File: config.mk
export PLATFORM = sky130hd
export DESIGN_NAME = ehgu_clkdiv_prog
export DESIGN_NICKNAME = d
export VERILOG_FILES = /design/src/rtl/ehgu_basic_pkg.sv /design/src/rtl/ehgu_clkdiv_pkg.sv /design/src/rtl/ehgu_clkdiv_prog_ch.sv /design/src/rtl/ehgu_clkdiv_prog.sv
export SDC_FILE = /design/constraint.sdc
export NUM_CORES = 1
export LEC_CHECK = 0
export CORE_MARGIN = 3
export CORE_UTILIZATION = 63
export CTS_BUF_LIST = sky130_fd_sc_hd__clkbuf_8 sky130_fd_sc_hd__clkbuf_16
export DETAILED_ROUTE_END_ITERATION = 6
export PLACE_DENSITY_LB_ADDON = 0.2
export SYNTH_ARGS = -nofsm -noshare
export SYNTH_HDL_FRONTEND = slang
export SYNTH_SLANG_ARGS = --single-unit
File: constraint.sdc
create_clock -name clkin -period 4.7 [get_ports clkin]
set_clock_uncertainty 0.2 [all_clocks]
set_input_delay 0.705 -clock clkin [delete_from_list [all_inputs] [get_ports clkin]]
set_output_delay 0.705 -clock clkin [all_outputs]
set_load 0.05 [all_outputs]
File: src/rtl/ehgu_basic_pkg.sv
// Shared arithmetic helpers used across EHGU blocks.
package ehgu_basic_pkg;

    // Next value of a counter that runs 0..modulo-1 and wraps to 0.
    function automatic logic [31:0] increment_modulo_unsigned(input logic [31:0] value,
                                                              input logic [31:0] modulo);
        logic [31:0] nxt;
        nxt = value + 32'd1;
        if (nxt >= modulo) begin
            nxt = '0;
        end
        return nxt;
    endfunction

endpackage

File: src/rtl/ehgu_clkdiv_pkg.sv
// Types, constants and ratio legality check for the programmable clock divider.
package ehgu_clkdiv_pkg;

    localparam int CLKDIV_MAX_DIV = 256;
    localparam int CLKDIV_DW      = $clog2(CLKDIV_MAX_DIV + 1);
    localparam int MIN_DIV        = 2;

    typedef logic [CLKDIV_DW-1:0] div_t;

    // A ratio below 2 cannot produce a clock with both a high and a low phase.
    function automatic logic legal_div(input logic [31:0] div, input logic [31:0] maxdiv);
        return (div >= 32'(MIN_DIV)) && (div <= maxdiv);
    endfunction

endpackage

File: src/rtl/ehgu_clkdiv_prog_ch.sv
// One divider channel: modulo counter, shadow ratio, park logic and 50% duty flops.
// Build option: EHGU_CLKDIV_TICK_EN adds the registered period-start tick output.
module ehgu_clkdiv_prog_ch
    import ehgu_basic_pkg::*;
#(
    parameter int MAX_DIV = 256,
    parameter int DEF_DIV = 2,
    localparam int DW = $clog2(MAX_DIV + 1)
) (
    input  logic          clkin,
    input  logic          rstn,
    input  logic          en,
    input  logic          wr,
    input  logic [DW-1:0] wr_div,
    output logic          busy,
`ifdef EHGU_CLKDIV_TICK_EN
    output logic          tick,
`endif
    output logic          clkout
);

    logic [DW-1:0] cnt;
    logic [DW-1:0] cnt_next;
    logic [DW-1:0] div;
    logic [DW-1:0] shadow;
    logic [DW-1:0] half;
    logic          run;
    logic          run_next;
    logic          boundary;
    logic          p;
    logic          p_next;
    logic          n;

    // A parked channel sits on a boundary every cycle; en is only sampled at boundaries.
    assign boundary = ~run | (cnt == div - DW'(1));
    assign run_next = boundary ? en : 1'b1;
    assign cnt_next = run ? DW'(increment_modulo_unsigned(32'(cnt), 32'(div))) : '0;
    assign half     = DW'((32'(div) + 32'd1) >> 1);
    assign p_next   = run_next & (cnt_next < half);

    always_ff @(posedge clkin or negedge rstn) begin
        if (!rstn) begin
            cnt    <= '0;
            run    <= 1'b0;
            p      <= 1'b0;
            div    <= DW'(DEF_DIV);
            shadow <= DW'(DEF_DIV);
            busy   <= 1'b0;
        end else begin
            cnt <= cnt_next;
            run <= run_next;
            p   <= p_next;
            // wr is only possible while not busy, so it never collides with an apply.
            if (wr) begin
                shadow <= wr_div;
                busy   <= 1'b1;
            end else if (busy && boundary) begin
                div  <= shadow;
                busy <= 1'b0;
            end
        end
    end

    always_ff @(negedge clkin or negedge rstn) begin
        if (!rstn) begin
            n <= 1'b0;
        end else begin
            n <= p;
        end
    end

    // Odd ratios lose half a clkin cycle of high time by ANDing with the negedge copy.
    assign clkout = div[0] ? (p & n) : p;

`ifdef EHGU_CLKDIV_TICK_EN
    always_ff @(posedge clkin or negedge rstn) begin
        if (!rstn) begin
            tick <= 1'b0;
        end else begin
            tick <= boundary & run_next;
        end
    end
`endif

endmodule

File: src/rtl/ehgu_clkdiv_prog.sv
// Multi-channel run-time programmable clock divider with glitch-free ratio changes.
// Build option: define EHGU_CLKDIV_TICK_EN to add the per-channel tick output.
module ehgu_clkdiv_prog
    import ehgu_clkdiv_pkg::*;
#(
    parameter int NCH     = 4,
    parameter int MAX_DIV = CLKDIV_MAX_DIV,
    parameter int DEF_DIV = MIN_DIV,
    localparam int DW = $clog2(MAX_DIV + 1),
    localparam int CW = $clog2(NCH) | 1
) (
    input  logic           clkin,
    input  logic           rstn,
    input  logic [NCH-1:0] en,
    input  logic           cfg_valid,
    input  logic [CW-1:0]  cfg_ch,
    input  logic [DW-1:0]  cfg_div,
    output logic           cfg_ready,
    output logic           cfg_err,
    output logic [NCH-1:0] busy,
`ifdef EHGU_CLKDIV_TICK_EN
    output logic [NCH-1:0] tick,
`endif
    output logic [NCH-1:0] clkout
);

    logic           sel_busy;
    logic           ch_ok;
    logic           div_ok;
    logic           accept;
    logic [NCH-1:0] wr;

    // Out-of-range channels read as not busy so the write is taken and flagged as an error.
    always_comb begin
        sel_busy = 1'b0;
        for (int i = 0; i < NCH; i++) begin
            if (32'(cfg_ch) == 32'(i)) begin
                sel_busy = busy[i];
            end
        end
    end

    assign cfg_ready = ~sel_busy;
    assign ch_ok     = 32'(cfg_ch) < 32'(NCH);
    assign div_ok    = legal_div(32'(cfg_div), 32'(MAX_DIV));
    assign accept    = cfg_valid & cfg_ready;

    always_ff @(posedge clkin or negedge rstn) begin
        if (!rstn) begin
            cfg_err <= 1'b0;
        end else begin
            cfg_err <= accept & ~(ch_ok & div_ok);
        end
    end

    for (genvar g = 0; g < NCH; g++) begin : g_ch
        assign wr[g] = accept & ch_ok & div_ok & (32'(cfg_ch) == 32'(g));

        ehgu_clkdiv_prog_ch #(
            .MAX_DIV (MAX_DIV),
            .DEF_DIV (DEF_DIV)
        ) u_ch (
            .clkin   (clkin),
            .rstn    (rstn),
            .en      (en[g]),
            .wr      (wr[g]),
            .wr_div  (cfg_div),
            .busy    (busy[g]),
`ifdef EHGU_CLKDIV_TICK_EN
            .tick    (tick[g]),
`endif
            .clkout  (clkout[g])
        );
    end

endmodule

Yosys cells after proc, flatten, opt, wreduce, memory -nomap -nowiden --
Cells that the tools add are included. W data, S select, Z words.
Word-level totals: register bits after elaboration 125, input port bits 19, output and inout port bits 10, word-level logic and storage cells 132
Operators by class: add/sub/neg operators 12, order comparisons 11, eq/ne operators 7, muxes and demuxes 28, bitwise logic cells 31, reduce and logical (&&, ||, !) cells 14
Operator list (count):
- $add A9 B1 Y10 const B | 8
- $mux W9 | 8
- $ge A10 B9 Y1 | 4
- $eq A9 B9 Y1 | 4
- $lt A9 B9 Y1 | 4
- $sub A9 B1 Y9 const B | 4
- $mux W1 | 20
- $and A1 B1 Y1 | 17
- $not A1 Y1 | 10
- $ge A9 B2 Y1 const B | 1
- $le A9 B9 Y1 const B | 1
- $reduce_and A2 Y1 | 4
- $reduce_bool A2 Y1 | 4
- $eq A3 B2 Y1 const B | 2
- $logic_and A1 B1 Y1 | 5
- $or A1 B1 Y1 | 4
- $eq A3 B1 Y1 const B | 1
- $logic_not A3 Y1 | 1
- $lt A3 B3 Y1 const B | 1

Longest topological paths before layout --
Gate-level depths: netlist of run 1.
depth in word-level cells 12, gate-level depth with buffers 19, depth with buffers taken out 18

Cells and area by module --
From an unflattened synthesis of run 1, not the netlist that was laid out.
Second synthesis, totals: cell total of the unflattened synthesis 995, area, all modules 9384.0 sq um
By module, submodules not included:
- ehgu_clkdiv_prog_ch | instances 4, cells each 243, area an instance 2294.7 sq um, seq. area each 778.2 sq um
- ehgu_clkdiv_prog | instances 1, cells each 23, area an instance 205.2 sq um, seq. area each 25.0 sq um

==> results.md, run 1 <==
* Final Worst Setup Slack at 0.3653 ns
* Drt first pass iters at 5
* Non-filler cells, final at 1101
* RR Startpoint: g_ch[2].u_ch.cnt[2]
* DP Worst Slack at 0.6396 ns
* First-pass GRT wire length at 35310 microns
* Iter 0 DRT Violations at 518
* Distinct cell type count after synthesis at 73
* Share of cells above drive strength 1 at 13.30%
* Row cnt at 42
* Total setup buffers inserted after CTS at 0
* Clock Tree Buf Depth at 2
* Final ANT Viol Nets at 0
* Number of inserted diodes at 0
* Root Buffer: clkbuf_16
* # fillers at 1008
* Yosys top cell area share at 32.02%
* Post-synthesis sequential area ratio at 35.53%
* DRC Markers at 0
* Syn avg cell area at 9.695 sq um
* Yosys top cell by area: dfrtp_1
* Ys async rst share at 100.0%
* Vias at 7104
* Final number of max-transition violations at 0
* Top Ports at 29
* Worst path top cell family by delay: flip-flops
* Arr. time, crit path at 3.43 ns
* Endpoints failing setup at 0
* Die area at 15480 sq um
* Port Buffers at 28
* CP bufs+invs at 1
* DP Wirelength at 15560 microns
* Wirelength, routed at 21140 microns
* Routed WL per cell at 19.20 microns
* Vias in the first global route at 7138
* Layout area overhead at 10.43%
* Number of synthesized flops with an enable pin at 0
* Setup CP Type: reg -> out
* Htree depth at 4
* Die Span X at 124.4 microns
* Final setup TNS at 0 ns
* Worst path slowest cell: dfrtn_1
* Cell Area, Placed at 9117 sq um
* Crit end category: output pin
* Max VDD drop at 0.2951 mV
* FF+latch count, synth at 125
* Post-Syn Area at 8832 sq um
* Startpoint Class: flop
* Placer Congestion at 0.9583
* Max-Cap Viols at 0
* Post-cts resize count at 0
* CP Cell Sequence: o21a_1, buf_4
* Final Hold Viols at 0
* Worst slew pin tran at 1.122 ns
* Commonest cells in the netlist: dfrtp_1 (113), ha_1 (80), xnor2_1 (69), nand2_1 (59), mux2_2 (54)
* Synth area leaders: dfrtp_1 (32%), ha_1 (11%), mux2_2 (6.9%)
* Initial core utilization at 65.65%
* Leakage at 4.564 nW
* DR vias/cell at 6.452
* Sink Count at 125
* Cells after Synth at 911
* Min Hold Slack at 0.03360 ns
* Grt ovf at 0
* Clk_lat worst skew at 0.42 ns
* Clock-pin slew on the worst setup and hold paths at 0.06 ns
* Die H at 124.4 microns
* Hold_buf cts at 0
* Syn_nets at 1010
* Pin count of the biggest net entering global routing at 53
* Placed instance count at 1069
* CTS tree: built
* CTS buffer count at 17
* Finished Cell Area at 9753 sq um
* Antenna violations before repair at 0
* CP max stage delay at 0.39 ns
* Ys flop type: dfrtp_1
* Setup repair after global routing missed its margin: false
* Hold Path Class: in -> async
* Most common cell in the netlist: dfrtp_1
* Status: finished, final reports clean
* Core Box Area at 13450 sq um
* Crit-path max FO at 1
* End of the worst register-to-register path: g_ch[2].u_ch.p
* Yosys warning count at 0
* Total GRT Usage at 27.70%
* Critical Path RT at 3.80 ns
* Worst Reg-to-Reg Cells at 17
* Layout Nets at 1011
* FF-to-FF setup slack at 0.50 ns
* Pwr per Cell Area at 372.8 nW/um^2
* Max-slew headroom at 24.50%
==> sequential cells by signal, indices dropped and copies added, names as in the netlist <==
| name | count |
|---|---|
| g_ch.u_ch.n | 4 |
| g_ch.u_ch.run | 4 |
| cfg_err | 1 |
| g_ch.u_ch.div | 36 |
| g_ch.u_ch.p | 4 |
| g_ch.u_ch.cnt | 36 |
| g_ch.u_ch.shadow | 36 |
| g_ch.u_ch.busy | 4 |
==> per-stage QoR <==
step	total power, mW	util, %
2_1_floorplan	1.992	-
3_3_place_gp	2.183	67.77
3_5_place_dp	2.223	67.77
4_1_cts	3.637	72.50
5_1_grt	3.830	72.50
6_report	3.636	72.50
==> report_power, final <==
part	switching (mW)	internal (mW)	leakage, nW
Combinational	0.439	0.410	2.73
Clock	0.490	0.924	0.311
Sequential	0.170	1.20	1.52
==> per-layer routing <==
metal / global-route usage (%) / up-vias / wire length (microns)
li1: - / 3304 / -
met1: 35.46 / 3469 / 9020
met2: 46.82 / 272 / 10510
met3: 5.575 / 59 / 1053
met4: 9.800 / 0 / 560
met5: 0 / - / 0
==> kinds of logic after synthesis <==
family / after synthesis / synth area share (%)
flip-flops: 125 / 35.53
buffers and inverters: 101 / 4.802
multiplexers: 57 / 7.366
adder cells (fa/ha/maj): 80 / 11.33
AO/OA/AOI/OAI: 165 / 13.50
AND/OR/NAND/NOR: 288 / 17.89
XOR/XNOR: 95 / 9.576
==> layout by cell type, fill, tap and decap left out, drive strengths merged, types with 20 or more instances in the layout <==
cell,instances
a21o,22
a21oi,22
clkbuf,20
clkdlybuf4s50,23
dfrtp,113
ha,80
inv,53
mux2,54
nand2,59
nand3,48
nand4,24
nor2,26
nor2b,20
o211ai,33
o21ai,27
xnor2,69
xor2,25
==> worst max-delay path by stage <==
stage | startpoint | end | slack [ns] | depth (start not counted)
after global routing | g_ch[2].u_ch.cnt[2] | g_ch[2].u_ch.p | 0.07 | 17
after CTS | g_ch[0].u_ch.n | clkout[0] | 0.35 | 2
after detailed placement | g_ch[2].u_ch.cnt[2] | g_ch[2].u_ch.p | 0.64 | 17
after global placement | g_ch[0].u_ch.n | clkout[0] | 0.79 | 2
after floorplan | g_ch[0].u_ch.n | clkout[0] | 0.80 | 2
final | g_ch[0].u_ch.n | clkout[0] | 0.37 | 2
==> final cells by class <==
| cell class | instances | area (sq um) | area share, % |
|---|---|---|---|
| clock buffer | 20 | 466.7 | 4.785 |
| clock inverter | 12 | 168.9 | 1.732 |
| tap | 176 | 220.2 | 2.258 |
| sequential | 125 | 3138 | 32.17 |
| timing repair buffer | 32 | 297.8 | 3.053 |
| multi-input combinational | 685 | 5270 | 54.03 |
| inverter | 51 | 191.4 | 1.963 |
==> worst reg2reg max path: stages (launching register included) <==
cell	delay (ns)
dfrtp_1	0.45
and3_1	0.22
and3_1	0.18
nand3_1	0.11
xnor2_1	0.20
ha_1	0.27
a21oi_1	0.15
o22ai_1	0.09
nor3b_1	0.48
nand3_1	0.27
nor2b_1	0.25
ha_1	0.28
a21o_1	0.16
a21o_1	0.18
a21oi_1	0.14
o211ai_1	0.11
a21oi_1	0.20
o221a_2	0.20
No activity file was read; power rests on OpenSTA's default activity.
==> run 2, diff against run 1 <==
CORE_UTILIZATION = 55   (was 63)
==> run 2 against run 1 <==
- critical path depth unchanged
- combinational power up 2.6%
- final cell count up 3.5%
- clock power about the same
- register-to-register slack worse by 0.08 ns
- non-clock buffer count up 3
- sequential power about the same
- critical path type unchanged
- critical endpoint is now clkout[1]
- highest routed layer unchanged
==> results.md, run 2 (synthesis results as in run 1) <==
* Crit end category: output pin
* Largest regs: g_ch.u_ch.cnt: 36 flops, g_ch.u_ch.div: 36 flops, g_ch.u_ch.shadow: 36 flops
* Placer Congestion at 0.9019 (-5.9%)
* CTS buffer count at 17 (unchanged)
* CP endpoint: clkout[1]
* Iter 0 DRT Violations at 556 (+7.3%)
* FF-to-FF setup slack at 0.42 ns (-0.08 ns)
* Worst setup path start: g_ch[1].u_ch.n
* DR vias/cell at 6.015 (-6.8%)
* Setup repair after global routing missed its margin: false
* Non-filler cells, final at 1139 (+3.5%)
* Vias in the first global route at 6717 (-5.9%)
* Max-Cap Viols at 0 (unchanged)
* Endpoints failing setup at 0 (unchanged)
* GR Util met2 at 38.23% (-8.6 points)
* Status: finished, final reports clean
* Startpoint Class: flop
* Sink Count at 125 (unchanged)
* Root Buffer: clkbuf_16
* Total setup buffers inserted after CTS at 0 (unchanged)
* Vias at 6851 (-3.6%)
* Critical Path RT at 3.80 ns (about the same)
* Placed instance count at 1106 (+3.5%)
* Setup CP Type: reg -> out
* Wirelength, routed at 20630 microns (-2.4%)
* Most used routing layer in global routing: met2
* End of the worst register-to-register path: g_ch[2].u_ch.p
* Htree depth at 4 (unchanged)
* Routed WL per cell at 18.11 microns (-5.7%)
* Final number of max-transition violations at 0 (unchanged)
* Core Util, Final at 63.38% (-9.1 points)
* Die area at 17610 sq um (+14%)
* GRT met1 Usage at 33.72% (-1.7 points)
* Port Buffers at 28 (unchanged)
* Final Hold Viols at 0 (unchanged)
* Drt first pass iters at 5 (unchanged)
* Worst slew pin tran at 0.9717 ns (-0.1504 ns)
* Min Hold Slack at 0.2995 ns (+0.2659 ns)
* Hold Path Class: reg -> reg
* Internal power at 2.526 mW (-0.41%)
* RR Startpoint: g_ch[2].u_ch.cnt[2]
* Row cnt at 45 (+7.1%)
* Leakage at 4.576 nW (+0.26%)
* Die Span X at 132.7 microns (+6.7%)
* Clock Tree Buf Depth at 2 (unchanged)
* CP Cell Sequence: o21a_1, buf_4
* Core Box Area at 15480 sq um (+15%)
* Final ANT Viol Nets at 0 (unchanged)
* Share of cells above drive strength 1 at 13.69% (+0.39 points)
* Clock-pin slew on the worst setup and hold paths at 0.05 ns (about the same)
* Crit-path max FO at 1 (unchanged)
* Number of inserted diodes at 0 (unchanged)
* Grt ovf at 0 (unchanged)
* Arr. time, crit path at 3.43 ns (about the same)
* Pwr per Cell Area at 368.8 nW/um^2 (-1.1%)
* Antenna violations before repair at 0 (unchanged)
* Most common cell after layout, fill and taps aside: dfrtp_1
* Sw frac at 30.20% (-0.034 points)
* DP Wirelength at 15110 microns (-2.9%)
* Clk_lat worst skew at 0.42 ns (about the same)
* Combinational share of power at 24.1% (+0.8 points)
* Pin count of the biggest net entering global routing at 63 (+19%)
* Initial core utilization at 57.04% (-8.6 points)
* First-pass GRT wire length at 34590 microns (-2.1%)
* Commonest cells after routing, fill and taps aside: dfrtp_1 (113), ha_1 (80), xnor2_1 (69), nand2_1 (59), mux2_2 (54)
* Worst path slowest cell: dfrtn_1
* Max VDD drop at 0.2518 mV (-15%)
* CP max stage delay at 0.39 ns (about the same)
* Layout area overhead at 11.11%
* CTS tree: built
* DRC Markers at 0 (unchanged)
* Seq pwr share at 37.2% (-0.6 points)
* Clk network pwr share at 38.8% (about the same)
* Total GRT Usage at 24.27% (-3.4 points)
* Worst Reg-to-Reg Cells at 17 (unchanged)
* Die H at 132.7 microns (+6.7%)
* Final setup TNS at 0 ns (unchanged)
* NetSw at 1.093 mW (-0.57%)
* GR Util met3 at 4.981% (-0.59 points)
* Max-slew headroom at 34.37% (+9.9 points)
* Layout Nets at 1014 (+0.30%)
* Top Ports at 29 (unchanged)
-- run 2: cell count changes in the layout (fill, tap and decap cells not counted), sizes merged --
cell,previous run,this run
inv,53,51
clkinv,3,7
clkinvlp,3,2
buf,9,11
clkbuf,20,19
dlygate4sd3,0,1
-- run 2: final cells by class --
cell class | instances | area [sq um]
clock inverter | 13 | 170.2
timing repair buffer | 35 | 326.6
clock buffer | 19 | 452.9
sequential | 125 | 3138
tap | 211 | 264.0
multi-input combinational | 685 | 5270
inverter | 51 | 191.4
fill | 1304 | 5670
-- run 2: metal layers --
| metal | share of wire (%) | wire [microns] |
|---|---|---|
| met2 | 46 | 9490 |
| met1 | 48 | 9891 |
| met4 | 1.9 | 389 |
| met5 | 0 | 0 |
| met3 | 4.2 | 860 |
-- run 2: power by group through the flow --
stage	Clock (mW)	Combinational (mW)	Sequential [mW]
5_1_grt	1.47	1.00	1.36
3_3_place_gp	0	0.849	1.36
2_1_floorplan	0	0.684	1.31
3_5_place_dp	0	0.862	1.36
6_report	1.40	0.871	1.35
4_1_cts	1.43	0.875	1.34
-- run 2: worst min path at each step --
stage                           start                     end  cells past startpoint
2_1_floorplan                    rstn                 cfg_err                      0
3_3_place_gp   g_ch[3].u_ch.shadow[3]     g_ch[3].u_ch.div[3]                      1
3_5_place_dp   g_ch[0].u_ch.shadow[3]  g_ch[0].u_ch.shadow[3]                      1
4_1_cts        g_ch[0].u_ch.shadow[3]  g_ch[0].u_ch.shadow[3]                      1
5_1_grt        g_ch[0].u_ch.shadow[2]  g_ch[0].u_ch.shadow[2]                      1
6_report       g_ch[3].u_ch.shadow[3]     g_ch[3].u_ch.div[3]                      1
-- run 2: per-stage QoR --
stage               setup WS [ns]  cell area, sq um  power, mW
CTS                        0.3465              9813      3.644
global placement           0.7176              9180      2.207
finish                     0.3665              9813      3.619
global route              0.03372              9813      3.840
floorplan                  0.8025              8832      1.992
detailed placement         0.5379              9180      2.222
-- run 2: worst max-delay path: cells and delay by family (launching register included) --
kind / cells / cell delay (ns)
buffers and inverters: 1 / 0.19
DFF: 1 / 0.39
AOI/OAI and AO/OA: 1 / 0.10
-- run 2: repair_timing --
action / CTS / global route
endpoints found under the hold margin: 16 / 0
gates resized for setup: 0 / 0
hold buffers: 1 / 0
